### src/rtl/alu_pkg.sv
// ---------------------------------------------------------------------------
// alu_pkg
// Shared constants for the sequential ALU core:
//   - 4-bit opcode map (ALU_OP_ADD .. ALU_OP_EQ)
//   - FSM state encodings of the top-level controller
//   - bit positions of the packed flag vector held by the core
// ---------------------------------------------------------------------------
package alu_pkg;

   localparam logic [3:0] ALU_OP_ADD  = 4'h0;
   localparam logic [3:0] ALU_OP_SUB  = 4'h1;
   localparam logic [3:0] ALU_OP_MUL  = 4'h2;
   localparam logic [3:0] ALU_OP_DIV  = 4'h3;
   localparam logic [3:0] ALU_OP_SHL  = 4'h4;
   localparam logic [3:0] ALU_OP_SHR  = 4'h5;
   localparam logic [3:0] ALU_OP_ROL  = 4'h6;
   localparam logic [3:0] ALU_OP_ROR  = 4'h7;
   localparam logic [3:0] ALU_OP_AND  = 4'h8;
   localparam logic [3:0] ALU_OP_OR   = 4'h9;
   localparam logic [3:0] ALU_OP_XOR  = 4'hA;
   localparam logic [3:0] ALU_OP_NOR  = 4'hB;
   localparam logic [3:0] ALU_OP_NAND = 4'hC;
   localparam logic [3:0] ALU_OP_XNOR = 4'hD;
   localparam logic [3:0] ALU_OP_GT   = 4'hE;
   localparam logic [3:0] ALU_OP_EQ   = 4'hF;

   localparam logic [1:0] ST_IDLE = 2'd0;
   localparam logic [1:0] ST_EXEC = 2'd1;
   localparam logic [1:0] ST_BUSY = 2'd2;
   localparam logic [1:0] ST_DONE = 2'd3;

   // Packed flag vector layout
   localparam int FLAG_C = 0;
   localparam int FLAG_V = 1;
   localparam int FLAG_Z = 2;
   localparam int FLAG_N = 3;
   localparam int FLAG_D = 4;
   localparam int FLAG_W = 5;

endpackage

### src/rtl/alu_muldiv_iter.sv
// ---------------------------------------------------------------------------
// alu_muldiv_iter
// Iterative MSB-first shift-add multiplier / restoring divider. One product
// or quotient bit per cycle, WIDTH cycles per operation. Signed operands are
// converted to magnitudes on start and the sign is re-applied on the way out.
// Ports:
//   i_clk, i_rst        clock, synchronous active-high reset (aborts work)
//   i_start             load operands and begin (only while not busy)
//   i_is_div            1: divide, 0: multiply
//   i_signed            two's-complement operands
//   i_a, i_b            operands (dividend/divisor for divide)
//   o_busy              operation in progress
//   o_done              final step is being taken this cycle
//   o_result            low WIDTH bits of product, or quotient (valid with o_done)
//   o_overflow          product does not fit WIDTH bits (valid with o_done)
// ---------------------------------------------------------------------------
module alu_muldiv_iter #(
   parameter int WIDTH = 8
) (
   input  logic             i_clk,
   input  logic             i_rst,
   input  logic             i_start,
   input  logic             i_is_div,
   input  logic             i_signed,
   input  logic [WIDTH-1:0] i_a,
   input  logic [WIDTH-1:0] i_b,
   output logic             o_busy,
   output logic             o_done,
   output logic [WIDTH-1:0] o_result,
   output logic             o_overflow
);

   localparam int CW = $clog2(WIDTH);
   localparam logic [CW-1:0]      CNT_ZERO = {CW{1'b0}};
   localparam logic [CW-1:0]      CNT_ONE  = {{(CW-1){1'b0}}, 1'b1};
   localparam logic [CW-1:0]      CNT_LAST = CW'(WIDTH - 1);
   localparam logic [WIDTH-1:0]   W_ZERO   = {WIDTH{1'b0}};
   localparam logic [2*WIDTH-1:0] D_ZERO   = {(2*WIDTH){1'b0}};

   logic                 r_busy;
   logic [CW-1:0]        r_cnt;
   logic                 r_is_div;
   logic                 r_signed;
   logic                 r_neg;
   logic [WIDTH-1:0]     r_ma;
   logic [WIDTH-1:0]     r_mb;
   logic [2*WIDTH-1:0]   r_acc;   // product, or quotient in the low half
   logic [WIDTH-1:0]     r_rem;

   logic                 w_a_neg;
   logic                 w_b_neg;
   logic [WIDTH-1:0]     w_a_mag;
   logic [WIDTH-1:0]     w_b_mag;
   logic [2*WIDTH-1:0]   w_mul_next;
   logic [WIDTH:0]       w_rem_shift;
   logic [WIDTH:0]       w_rem_diff;
   logic                 w_ge;
   logic [WIDTH-1:0]     w_rem_next;
   logic [WIDTH-1:0]     w_qbit;
   logic [WIDTH-1:0]     w_quo_next;
   logic [2*WIDTH-1:0]   w_mag;
   logic [2*WIDTH-1:0]   w_fix;

   // Operand magnitudes taken at start
   always_comb begin
      w_a_neg = i_signed & i_a[WIDTH-1];
      w_b_neg = i_signed & i_b[WIDTH-1];
      w_a_mag = w_a_neg ? (W_ZERO - i_a) : i_a;
      w_b_mag = w_b_neg ? (W_ZERO - i_b) : i_b;
   end

   // One iteration step for both datapaths, indexed by the bit counter
   always_comb begin
      w_mul_next  = {r_acc[2*WIDTH-2:0], 1'b0}
                  + (r_mb[r_cnt] ? {W_ZERO, r_ma} : D_ZERO);
      w_rem_shift = {r_rem, r_ma[r_cnt]};
      w_rem_diff  = w_rem_shift - {1'b0, r_mb};
      // The shifted remainder is always below 2*divisor, so the top bit of
      // the difference is set exactly when the trial subtraction underflows.
      w_ge        = ~w_rem_diff[WIDTH];
      w_rem_next  = w_ge ? w_rem_diff[WIDTH-1:0] : w_rem_shift[WIDTH-1:0];
      w_qbit      = {{(WIDTH-1){1'b0}}, w_ge} << r_cnt;
      w_quo_next  = r_acc[WIDTH-1:0] | w_qbit;
   end

   // Final value with sign fix-up; meaningful on the last step
   always_comb begin
      w_mag = r_is_div ? {W_ZERO, w_quo_next} : w_mul_next;
      w_fix = r_neg ? (D_ZERO - w_mag) : w_mag;
      if (r_is_div) begin
         o_overflow = 1'b0;
      end else if (r_signed) begin
         o_overflow = (w_fix[2*WIDTH-1:WIDTH] != {WIDTH{w_fix[WIDTH-1]}});
      end else begin
         o_overflow = (w_fix[2*WIDTH-1:WIDTH] != W_ZERO);
      end
      o_result = w_fix[WIDTH-1:0];
      o_done   = r_busy & (r_cnt == CNT_ZERO);
      o_busy   = r_busy;
   end

   // Operand load and per-cycle iteration
   always_ff @(posedge i_clk) begin
      if (i_rst) begin
         r_busy   <= 1'b0;
         r_cnt    <= CNT_ZERO;
         r_is_div <= 1'b0;
         r_signed <= 1'b0;
         r_neg    <= 1'b0;
         r_ma     <= W_ZERO;
         r_mb     <= W_ZERO;
         r_acc    <= D_ZERO;
         r_rem    <= W_ZERO;
      end else if (i_start) begin
         r_busy   <= 1'b1;
         r_cnt    <= CNT_LAST;
         r_is_div <= i_is_div;
         r_signed <= i_signed;
         r_neg    <= w_a_neg ^ w_b_neg;
         r_ma     <= w_a_mag;
         r_mb     <= w_b_mag;
         r_acc    <= D_ZERO;
         r_rem    <= W_ZERO;
      end else if (r_busy) begin
         if (r_is_div) begin
            r_rem <= w_rem_next;
            r_acc <= {r_acc[2*WIDTH-1:WIDTH], w_quo_next};
         end else begin
            r_acc <= w_mul_next;
         end
         r_cnt <= r_cnt - CNT_ONE;
         if (r_cnt == CNT_ZERO) begin
            r_busy <= 1'b0;
         end
      end
   end

endmodule

### src/rtl/alu_seq_core.sv
// ---------------------------------------------------------------------------
// alu_seq_core
// Registered, WIDTH-parametrised ALU with valid/ready handshakes on both
// sides and one operation in flight. Single-cycle ops pass through EXEC;
// MUL (unless FAST_MUL) and non-special DIV iterate in alu_muldiv_iter.
// Ports:
//   clk, rst                  clock, synchronous active-high reset
//   in_valid / in_ready       operation handshake (ready only in IDLE)
//   op_a, op_b, opcode        operands and operation select
//   signed_mode               two's-complement semantics where relevant
//   out_valid / out_ready     result handshake (valid held until ready)
//   result                    registered result
//   carry/zero/overflow/negative/div0_flag   registered flags
// ---------------------------------------------------------------------------
module alu_seq_core #(
   parameter int WIDTH    = 8,
   parameter int FAST_MUL = 0
) (
   input  logic             clk,
   input  logic             rst,
   input  logic             in_valid,
   output logic             in_ready,
   input  logic [WIDTH-1:0] op_a,
   input  logic [WIDTH-1:0] op_b,
   input  logic [3:0]       opcode,
   input  logic             signed_mode,
   output logic             out_valid,
   input  logic             out_ready,
   output logic [WIDTH-1:0] result,
   output logic             carry_flag,
   output logic             zero_flag,
   output logic             overflow_flag,
   output logic             negative_flag,
   output logic             div0_flag
);

   import alu_pkg::*;

   localparam logic [WIDTH-1:0] W_ZERO = {WIDTH{1'b0}};
   localparam logic [WIDTH-1:0] W_ONES = {WIDTH{1'b1}};
   localparam logic [WIDTH-1:0] W_MIN  = {1'b1, {(WIDTH-1){1'b0}}};
   localparam logic [WIDTH-1:0] W_MAX  = {1'b0, {(WIDTH-1){1'b1}}};

   logic [1:0]          r_state;
   logic [WIDTH-1:0]    r_a;
   logic [WIDTH-1:0]    r_b;
   logic [3:0]          r_op;
   logic                r_sgn;
   logic [WIDTH-1:0]    r_result;
   logic [FLAG_W-1:0]   r_flags;

   logic                w_accept;
   logic                w_div_special;
   logic                w_iter;
   logic                w_md_busy;
   logic                w_md_done;
   logic [WIDTH-1:0]    w_md_result;
   logic                w_md_overflow;

   logic [WIDTH-1:0]    w_res;
   logic                w_c;
   logic                w_v;
   logic                w_d;
   logic [WIDTH:0]      w_wide;
   logic [2*WIDTH-1:0]  w_pa;
   logic [2*WIDTH-1:0]  w_pb;
   logic [2*WIDTH-1:0]  w_prod;
   logic [FLAG_W-1:0]   w_flags_exec;
   logic [FLAG_W-1:0]   w_flags_md;

   // Handshake and routing decisions
   always_comb begin
      in_ready = (r_state == ST_IDLE) & ~w_md_busy & ~rst;
      w_accept = in_valid & in_ready;
      // DIV by zero and MIN / -1 have fixed answers and take the fast path
      w_div_special = (opcode == ALU_OP_DIV) &&
                      ((op_b == W_ZERO) || (signed_mode && (op_a == W_MIN) && (op_b == W_ONES)));
      w_iter = ((opcode == ALU_OP_MUL) && (FAST_MUL == 0)) ||
               ((opcode == ALU_OP_DIV) && !w_div_special);
   end

   alu_muldiv_iter #(
      .WIDTH (WIDTH)
   ) u_muldiv (
      .i_clk      (clk),
      .i_rst      (rst),
      .i_start    (w_accept & w_iter),
      .i_is_div   (opcode == ALU_OP_DIV),
      .i_signed   (signed_mode),
      .i_a        (op_a),
      .i_b        (op_b),
      .o_busy     (w_md_busy),
      .o_done     (w_md_done),
      .o_result   (w_md_result),
      .o_overflow (w_md_overflow)
   );

   // Single-cycle datapath evaluated on the captured operands
   always_comb begin
      w_res  = W_ZERO;
      w_c    = 1'b0;
      w_v    = 1'b0;
      w_d    = 1'b0;
      w_wide = {1'b0, W_ZERO};
      w_pa   = r_sgn ? {{WIDTH{r_a[WIDTH-1]}}, r_a} : {W_ZERO, r_a};
      w_pb   = r_sgn ? {{WIDTH{r_b[WIDTH-1]}}, r_b} : {W_ZERO, r_b};
      w_prod = w_pa * w_pb;
      case (r_op)
         ALU_OP_ADD: begin
            w_wide = {1'b0, r_a} + {1'b0, r_b};
            w_res  = w_wide[WIDTH-1:0];
            w_c    = w_wide[WIDTH];
            w_v    = (r_a[WIDTH-1] == r_b[WIDTH-1]) && (w_res[WIDTH-1] != r_a[WIDTH-1]);
         end
         ALU_OP_SUB: begin
            w_wide = {1'b0, r_a} - {1'b0, r_b};
            w_res  = w_wide[WIDTH-1:0];
            w_c    = w_wide[WIDTH];
            w_v    = (r_a[WIDTH-1] != r_b[WIDTH-1]) && (w_res[WIDTH-1] != r_a[WIDTH-1]);
         end
         ALU_OP_MUL: begin
            // Only reached with FAST_MUL=1
            w_res = w_prod[WIDTH-1:0];
            if (r_sgn) begin
               w_v = (w_prod[2*WIDTH-1:WIDTH] != {WIDTH{w_prod[WIDTH-1]}});
            end else begin
               w_v = (w_prod[2*WIDTH-1:WIDTH] != W_ZERO);
            end
         end
         ALU_OP_DIV: begin
            if (r_b == W_ZERO) begin
               w_d = 1'b1;
            end else begin
               w_res = W_MAX;
               w_v   = 1'b1;
            end
         end
         ALU_OP_SHL: begin
            w_res = {r_a[WIDTH-2:0], 1'b0};
            w_c   = r_a[WIDTH-1];
         end
         ALU_OP_SHR: begin
            w_res = {r_sgn & r_a[WIDTH-1], r_a[WIDTH-1:1]};
            w_c   = r_a[0];
         end
         ALU_OP_ROL: begin
            w_res = {r_a[WIDTH-2:0], r_a[WIDTH-1]};
            w_c   = r_a[WIDTH-1];
         end
         ALU_OP_ROR: begin
            w_res = {r_a[0], r_a[WIDTH-1:1]};
            w_c   = r_a[0];
         end
         ALU_OP_AND:  w_res = r_a & r_b;
         ALU_OP_OR:   w_res = r_a | r_b;
         ALU_OP_XOR:  w_res = r_a ^ r_b;
         ALU_OP_NOR:  w_res = ~(r_a | r_b);
         ALU_OP_NAND: w_res = ~(r_a & r_b);
         ALU_OP_XNOR: w_res = ~(r_a ^ r_b);
         ALU_OP_GT: begin
            if (r_sgn) begin
               w_res = {{(WIDTH-1){1'b0}}, ($signed(r_a) > $signed(r_b))};
            end else begin
               w_res = {{(WIDTH-1){1'b0}}, (r_a > r_b)};
            end
         end
         ALU_OP_EQ:   w_res = {{(WIDTH-1){1'b0}}, (r_a == r_b)};
         default:     w_res = W_ZERO;
      endcase
   end

   // Flag vectors for both completion paths
   always_comb begin
      w_flags_exec         = {FLAG_W{1'b0}};
      w_flags_exec[FLAG_C] = w_c;
      w_flags_exec[FLAG_V] = w_v;
      w_flags_exec[FLAG_Z] = (w_res == W_ZERO);
      w_flags_exec[FLAG_N] = w_res[WIDTH-1];
      w_flags_exec[FLAG_D] = w_d;

      w_flags_md           = {FLAG_W{1'b0}};
      w_flags_md[FLAG_V]   = w_md_overflow;
      w_flags_md[FLAG_Z]   = (w_md_result == W_ZERO);
      w_flags_md[FLAG_N]   = w_md_result[WIDTH-1];
   end

   // Controller FSM; result and flags only change on entry to DONE
   always_ff @(posedge clk) begin
      if (rst) begin
         r_state  <= ST_IDLE;
         r_a      <= W_ZERO;
         r_b      <= W_ZERO;
         r_op     <= ALU_OP_ADD;
         r_sgn    <= 1'b0;
         r_result <= W_ZERO;
         r_flags  <= {FLAG_W{1'b0}};
      end else begin
         case (r_state)
            ST_IDLE: begin
               if (w_accept) begin
                  r_a     <= op_a;
                  r_b     <= op_b;
                  r_op    <= opcode;
                  r_sgn   <= signed_mode;
                  r_state <= w_iter ? ST_BUSY : ST_EXEC;
               end
            end
            ST_EXEC: begin
               r_result <= w_res;
               r_flags  <= w_flags_exec;
               r_state  <= ST_DONE;
            end
            ST_BUSY: begin
               if (w_md_done) begin
                  r_result <= w_md_result;
                  r_flags  <= w_flags_md;
                  r_state  <= ST_DONE;
               end
            end
            ST_DONE: begin
               if (out_ready) begin
                  r_state <= ST_IDLE;
               end
            end
            default: r_state <= ST_IDLE;
         endcase
      end
   end

   // Output mapping from registered state
   always_comb begin
      out_valid     = (r_state == ST_DONE);
      result        = r_result;
      carry_flag    = r_flags[FLAG_C];
      overflow_flag = r_flags[FLAG_V];
      zero_flag     = r_flags[FLAG_Z];
      negative_flag = r_flags[FLAG_N];
      div0_flag     = r_flags[FLAG_D];
   end

endmodule

### config.mk
export PLATFORM = sky130hd
export DESIGN_NAME = alu_seq_core
export DESIGN_NICKNAME = d
export VERILOG_FILES = /design/src/rtl/alu_pkg.sv /design/src/rtl/alu_muldiv_iter.sv /design/src/rtl/alu_seq_core.sv
export SDC_FILE = /design/constraint.sdc
export NUM_CORES = 1
export LEC_CHECK = 0
export BUFFER_PORTS_ARGS = -buffer_cell sky130_fd_sc_hd__buf_4
export CORE_MARGIN = 5
export CORE_UTILIZATION = 50
export CTS_CLUSTER_SIZE = 12
export DETAILED_ROUTE_END_ITERATION = 10
export PLACE_DENSITY = 0.67
export SETUP_SLACK_MARGIN = 0.3
export SYNTH_ARGS = -nofsm -noshare
export SYNTH_HDL_FRONTEND = slang
export SYNTH_SLANG_ARGS = --single-unit
### constraint.sdc
create_clock -name clk -period 7.8 [get_ports clk]
set_input_delay 1.56 -clock clk [delete_from_list [all_inputs] [get_ports clk]]
set_output_delay 1.56 -clock clk [all_outputs]
set_load 0.005 [all_outputs]
==> impl_metrics.py, run 1 <==
metrics = {
    "sta": {
        "clock_skew_ns": 0.00883,
        "tightestPinTransition_ns": 1.10,
        "setup_viol": 0,
        "maxSlewViolCount": 0,
        "fin_crit_sh": 0.864,
        "rsz0062_at_grt": "no",
        "finalWorstSetupSlack_ns": 1.06,
        "final.min_clock_period_ns": 6.74,
        "fin_tns_setup_ns": 0,
        "final-hold-violation-count": 0,
        "slew_headroom": 0.267,
        "fmax_ghz": 0.148,
    },
    "min_path": {
        "holdPathStages": 2,
        "hold_path_class": "flip-flop to flip-flop",
    },
    "critical_path": {
        "critPathKind": "flip-flop to flip-flop",
        "crit_path_end_kind": "flip-flop",
        "path_cells": "buf_4 -> nand2_1 -> nor2_1 -> inv_1 -> fa_1 -> inv_1 -> fa_1 -> inv_1 -> fa_1 -> fa_1 -> fa_1 -> fa_1 -> inv_1 -> ha_1 -> nor2b_1 -> a2111oi_0 -> o311ai_0 -> nor4_1 -> mux2_2 -> o21ai_0 -> a21oi_1 -> o31ai_1",
        "crit_fanout": 10,
        "rr_worst_depth": 22,
        "critPathRequiredTime_ns": 8.01,
        "cp.arrival_ns": 6.95,
        "cpMostUsedCell": "fa_1",
        "slowest_delay_ns": 0.65,
        "crit_path_top_delay_cell": "fa_1",
        "cp-start-kind": "flip-flop",
    },
    "layout": {
        "nNetsFinal": 1590,
        "drive_gt1_frac": 0.0752,
        "final_common_cell": "nor2_1",
        "layout_common_cells": "nor2_1, inv_1, nand2_1",
        "n_antenna_cell": 0,
        "nFillCells": 2113,
        "area_growth_pct": 6.66,
        "fin_cells": 1677,
    },
    "outcome": {
        "outcome": "complete, no violations",
    },
    "synthesis": {
        "syn_inst": 1407,
        "syn_avg_cell_area_um2": 7.75,
        "synth_flop_cell": "dfxtp_1",
        "postSynth.asyncResetShare": 0,
        "syn_area_mm2": 0.0109,
        "yosysTopAreaCell": "dfxtp_1",
        "yosysSeqAreaShare": 0.149,
        "ys_types": 83,
        "synth-warning-count": 0,
        "synth_seq_cells": 81,
        "synth_top_area_share": 0.149,
        "synth_edf_count": 0,
        "synth_area_leaders": "dfxtp_1, fa_1, ha_1, nor2_1, inv_1",
        "syn_nets": 1605,
    },
    "global_routing": {
        "grt.met2_usage": 0.444,
        "antenna_found_initial": 0,
        "grt.busiest_layer": "met2",
        "grt.overflow.total": 0,
        "use_met1": 0.331,
        "grt_pass1_vias": 9838,
        "grt_first_pass_wirelength_um": 51900,
        "grt_max_degree": 62,
        "grt_usage": 0.258,
        "use_met3": 0.0260,
    },
    "route": {
        "drt_iter0_drc": 858,
        "drtPass1Iterations": 5,
        "drc": 0,
        "final_antenna_net_count": 0,
        "routed_wl_um": 31300,
        "vias_per_cell": 5.88,
        "avgRoutedWirePerCell_um": 18.7,
        "vias": 9869,
    },
    "die": {
        "rows": 54,
        "dieHeight_um": 158,
        "fp.coreArea_mm2": 0.0216,
        "io_pins": 40,
        "die_x_um": 158,
        "die_area_mm2": 0.0249,
        "initial_utilization": 0.505,
    },
    "run": {
        "cap_viol_max_count": 0,
    },
    "cts": {
        "postCtsSetupBuffers": 0,
        "cts_resized": 0,
        "htreeDepth": 3,
        "clockRootBuffer": "clkbuf_16",
        "cts_buffers": 9,
        "clkSinkCount": 81,
        "cts_tree": "yes",
        "clk_pin_slew_ns": 0.07,
        "clock_path_buffers": 2,
        "hold_buffers": 0,
        "clkLatencyLatePin_ns": 0.34,
    },
    "power_and_ir_drop": {
        "powerDensity_mw_per_mm2": 152,
        "power_frac_comb": 0.435,
        "p_int_mw": 1.03,
        "pwr-share-clk": 0.272,
        "peakVddDrop_mv": 0.108,
        "switching_share": 0.418,
        "p_leak_nw": 4.88,
        "p_seq_frac": 0.292,
        "p_switching_mw": 0.738,
    },
    "placement": {
        "post-place-ws_ns": 1.13,
        "routabilityCongestion": 0.976,
        "io_buffers": 39,
        "dp_hpwl_um": 24800,
        "place_inst": 1661,
    },
}
-- power groups by stage --
stage / clock (mW) / combinational (mW) / sequential [mW]
CTS: 0.490 / 0.763 / 0.515
floorplan: 0 / 0.575 / 0.487
finish: 0.481 / 0.769 / 0.517
global placement: 0 / 0.754 / 0.523
global route: 0.509 / 0.859 / 0.522
detailed placement: 0 / 0.759 / 0.524
-- registers in the layout, summed over array words and instances, names as in the netlist --
register and flops:
u_muldiv.r_acc 15, r_a 8, r_b 8, u_muldiv.r_ma 8, u_muldiv.r_mb 8, u_muldiv.r_rem 8
result 7, r_flags 5, r_op 4, u_muldiv.r_cnt 3, r_state 2, r_sgn 1
u_muldiv.o_busy 1, u_muldiv.r_is_div 1, u_muldiv.r_neg 1, u_muldiv.r_signed 1
-- final timing paths --
check	start	to	slack (ns)
worst max-delay path	r_a[7]$_SDFFE_PP0P_	r_flags[1]$_SDFFE_PP0P_	1.06
worst min-delay path	r_op[0]$_SDFFE_PP0P_	r_op[0]$_SDFFE_PP0P_	0.46
worst max register to register	r_a[7]$_SDFFE_PP0P_	r_flags[1]$_SDFFE_PP0P_	1.06
worst min register to register	r_op[0]$_SDFFE_PP0P_	r_op[0]$_SDFFE_PP0P_	0.46
-- worst max-delay path: cells and delay by family, from the launching register on --
| kind | cells | cell delay, ns |
|---|---|---|
| AOI/OAI and AO/OA | 5 | 0.96 |
| muxes | 1 | 0.26 |
| DFF | 1 | 0.43 |
| and+or+nand+nor | 4 | 0.84 |
| adders and majority gates | 7 | 3.55 |
| buffers and inverters | 5 | 0.55 |
-- cell type report --
type / instances / area, um^2 / share of cell area
well taps: 280 / 350 / 0.0301
repair buffers: 49 / 368 / 0.0316
inverters: 158 / 593 / 0.0510
flip-flops and latches: 81 / 1620 / 0.139
multi-input cells: 1093 / 8370 / 0.719
clock inverters: 7 / 108 / 0.00925
clock buffers: 9 / 225 / 0.0194
-- metrics by stage --
step	util	hold slack [ns]	area, um^2	total power [mW]
floorplan	-	0.448	10900	1.06
finish	0.538	0.458	11600	1.77
global route	0.538	0.480	11600	1.89
detailed placement	0.523	0.450	11300	1.28
CTS	0.538	0.460	11600	1.77
global placement	0.523	0.450	11300	1.28
-- kinds of logic after synthesis --
logic type                 after synthesis  share of synthesized area
DFF                                     81                      0.149
muxes                                   41                     0.0437
xor gates and xnor gates                73                     0.0599
adders and majority gates              173                      0.250
buffers and inverters                  233                     0.0841
AOI/OAI and AO/OA                      306                      0.193
and+or+nand+nor                        500                      0.220
-- cell usage after synthesis, drive strengths merged (6+ instances only) --
| cell | number |
|---|---|
| nor2 | 166 |
| inv | 154 |
| nand2 | 129 |
| ha | 98 |
| a21oi | 85 |
| dfxtp | 81 |
| fa | 75 |
| xnor2 | 53 |
| clkbuf | 52 |
| a211oi | 41 |
| nor3 | 40 |
| o21ai | 34 |
| mux2i | 27 |
| nand3 | 27 |
| buf | 23 |
| nand2b | 23 |
| nor2b | 22 |
| xor2 | 19 |
| a21o | 16 |
| a31oi | 15 |
| and2 | 14 |
| nor4 | 13 |
| nand4 | 12 |
| or3 | 11 |
| and3 | 10 |
| mux2 | 10 |
| or2 | 10 |
| a311oi | 9 |
| nor3b | 9 |
| o31ai | 9 |
| a211o | 8 |
| o32ai | 8 |
| a2111oi | 7 |
| o21a | 7 |
| o21bai | 7 |
| o221ai | 7 |
| a221oi | 6 |
| o211ai | 6 |
-- per-layer routing --
layer  share of wire  wire length [um]
met1            0.43             13600
met5               0                 0
met2            0.48             15000
met4           0.047              1490
met3           0.041              1270
Note: power is estimated with default switching activity, not from simulation.
==> run 2, diff against run 1 <==
--- a/config.mk
+++ b/config.mk
@@ -5,6 +5,7 @@
 export SDC_FILE = /design/constraint.sdc
 export NUM_CORES = 1
 export LEC_CHECK = 0
+export ABC_AREA = 1
 export BUFFER_PORTS_ARGS = -buffer_cell sky130_fd_sc_hd__buf_4
 export CORE_MARGIN = 5
 export CORE_UTILIZATION = 50
==> impl_metrics.py, run 2 <==
metrics = {
    "outcome": {
        "outcome": "complete, no violations",
    },
    "layout": {
        "final_common_cell": "nand2_1",
        "nNetsFinal": 1777,
        "fin_util": 0.541,
        "area_growth_pct": 7.11,
        "n_antenna_cell": 0,
        "top_register": "u_muldiv.r_acc",
        "drive_gt1_frac": 0.0644,
        "layout_common_cells": "nand2_1, inv_1, nor2_1",
        "largest_reg_flops": 15,
        "nFillCells": 2102,
    },
    "cts": {
        "clkSinkCount": 81,
        "cts_resized": 0,
        "clkLatencyLatePin_ns": 0.35,
        "clockRootBuffer": "clkbuf_16",
        "cts_buffers": 9,
        "postCtsSetupBuffers": 0,
        "cts_tree": "yes",
        "hold_buffers": 0,
        "htreeDepth": 3,
        "clk_pin_slew_ns": 0.07,
        "clock_path_buffers": 2,
    },
    "synthesis": {
        "synth_area_leaders": "dfxtp_1, fa_1, ha_1, nand2_1, inv_1",
        "ys_types": 51,
        "synth-simple-area-share": 0.264,
        "syn_avg_cell_area_um2": 6.70,
        "synth_top_family_by_area": "simple AND/OR/NAND/NOR gates",
        "yosysTopAreaCell": "dfxtp_1",
        "syn_area_mm2": 0.0106,
        "synth.most_common_cell": "nand2_1",
        "synth_seq_cells": 81,
        "yosysSeqAreaShare": 0.153,
        "synth-compound-area-share": 0.150,
        "synth_xor_area_frac": 0.0479,
        "synth_flop_cell": "dfxtp_1",
        "syn_nets": 1776,
        "synth_edf_count": 0,
        "synthMuxAreaShare": 0.00106,
        "postSynth.asyncResetShare": 0,
        "synthAdderAreaFrac": 0.258,
        "synth-warning-count": 0,
        "yosys-top-cells-count": "nand2_1, inv_1, nor2_1, a21oi_1, o21ai_0",
        "syn_inst": 1578,
        "synth_top_area_share": 0.153,
    },
    "sta": {
        "maxSlewViolCount": 0,
        "fmax_ghz": 0.151,
        "final-hold-violation-count": 0,
        "slew_headroom": 0.393,
        "setup_viol": 0,
        "fin_tns_setup_ns": 0,
        "rsz0062_at_grt": "no",
        "clock_skew_ns": 0.0125,
        "final.min_clock_period_ns": 6.63,
        "tightestPinTransition_ns": 0.909,
        "fin_crit_sh": 0.850,
    },
    "power_and_ir_drop": {
        "power_frac_comb": 0.492,
        "switching_share": 0.458,
        "p_seq_frac": 0.275,
        "powerDensity_mw_per_mm2": 176,
        "finalPower_mw": 1.99,
        "p_switching_mw": 0.911,
        "peakVddDrop_mv": 0.116,
        "p_int_mw": 1.08,
        "pwr-share-clk": 0.233,
        "p_leak_nw": 5.71,
    },
    "die": {
        "initial_utilization": 0.505,
        "fp.coreArea_mm2": 0.0210,
        "rows": 53,
        "io_pins": 40,
        "die_area_mm2": 0.0242,
        "die_x_um": 155,
        "dieHeight_um": 155,
    },
    "placement": {
        "io_buffers": 39,
        "dp_hpwl_um": 24900,
        "routabilityCongestion": 0.973,
    },
    "global_routing": {
        "grt_first_pass_wirelength_um": 49100,
        "grt_usage": 0.251,
        "antenna_found_initial": 0,
        "grt_pass1_vias": 9565,
        "grt.overflow.total": 0,
        "grt_max_degree": 42,
    },
    "route": {
        "vias": 10197,
        "vias_per_cell": 5.49,
        "final_antenna_net_count": 0,
        "drc": 0,
        "routed_wl_um": 30400,
        "avgRoutedWirePerCell_um": 16.4,
        "drt_iter0_drc": 877,
        "drtPass1Iterations": 5,
    },
    "critical_path": {
        "crit_path_end_kind": "flip-flop",
        "slowest_delay_ns": 0.69,
        "cp.arrival_ns": 6.86,
        "critPathKind": "flip-flop to flip-flop",
        "crit_path_top_delay_cell": "fa_1",
        "r2r_start": "r_a[7]$_SDFFE_PP0P_",
        "critPathRequiredTime_ns": 8.03,
        "startpoint": "r_a[7]$_SDFFE_PP0P_",
        "cp-start-kind": "flip-flop",
        "crit_fanout": 13,
    },
    "run": {
        "cap_viol_max_count": 0,
    },
    "min_path": {
        "hold_path_class": "flip-flop to flip-flop",
        "hold_start": "result[6]$_SDFFE_PP0P_",
    },
}
-- run 2: logic make-up after synthesis --
| group | after synthesis |
|---|---|
| simple gates | 640 |
| buf+inv | 346 |
| compound gates | 280 |
| fa+ha+maj | 173 |
| flops | 81 |
| xor+xnor | 57 |
| mux | 1 |
-- run 2: power by group through the flow --
stage,clock (mW),combinational (mW),sequential [mW]
6_report,0.464,0.979,0.547
5_1_grt,0.489,1.08,0.554
4_1_cts,0.469,0.964,0.545
3_5_place_dp,0,0.957,0.554
3_3_place_gp,0,0.962,0.552
2_1_floorplan,0,0.709,0.503
-- run 2: area by class of cell --
class,instances,area (um^2),share of cell area
flip-flops and latches,81,1620,0.143
clock buffers,11,233,0.0205
multi-input cells,1151,7630,0.673
well taps,275,344,0.0304
clock inverters,5,80.1,0.00707
repair buffers,43,323,0.0285
inverters,293,1100,0.0972
-- run 2: per-layer routing --
layer  part of all wire  track usage  wire, um
met1               0.44        0.338     13300
met4              0.025       0.0684       772
met2               0.48        0.426     14500
met3              0.060       0.0331      1820
met5                  0            0         0
-- run 2: path summary, 6_finish.rpt --
kind                        endpoint  slack, ns  depth (start not counted)
max          r_flags[1]$_SDFFE_PP0P_       1.17                         28
max reg2reg  r_flags[1]$_SDFFE_PP0P_       1.17                         28
min reg2reg   result[6]$_SDFFE_PP0P_       0.47                          2
min           result[6]$_SDFFE_PP0P_       0.47                          2
-- run 2: per-stage QoR --
stage | setup slack, ns | instance area [um^2] | instances | hold slack (ns)
after floorplan | 1.71 | 10600 | 1578 | 0.429
after global placement | 1.28 | 11000 | 1843 | 0.455
after detailed placement | 1.18 | 11000 | 1843 | 0.461
after CTS | 1.16 | 11300 | 1859 | 0.471
after global routing | 0.705 | 11300 | 1859 | 0.496
final | 1.17 | 11300 | 1859 | 0.468
-- run 2: worst max-delay path, delay by kind of cell (launching register included) --
| family | cells | cell delay, ns |
|---|---|---|
| AO/OA/AOI/OAI | 2 | 0.23 |
| adder cells (fa/ha/maj) | 7 | 3.58 |
| buffers and inverters | 6 | 0.53 |
| flip-flops | 1 | 0.63 |
| AND/OR/NAND/NOR | 13 | 1.54 |
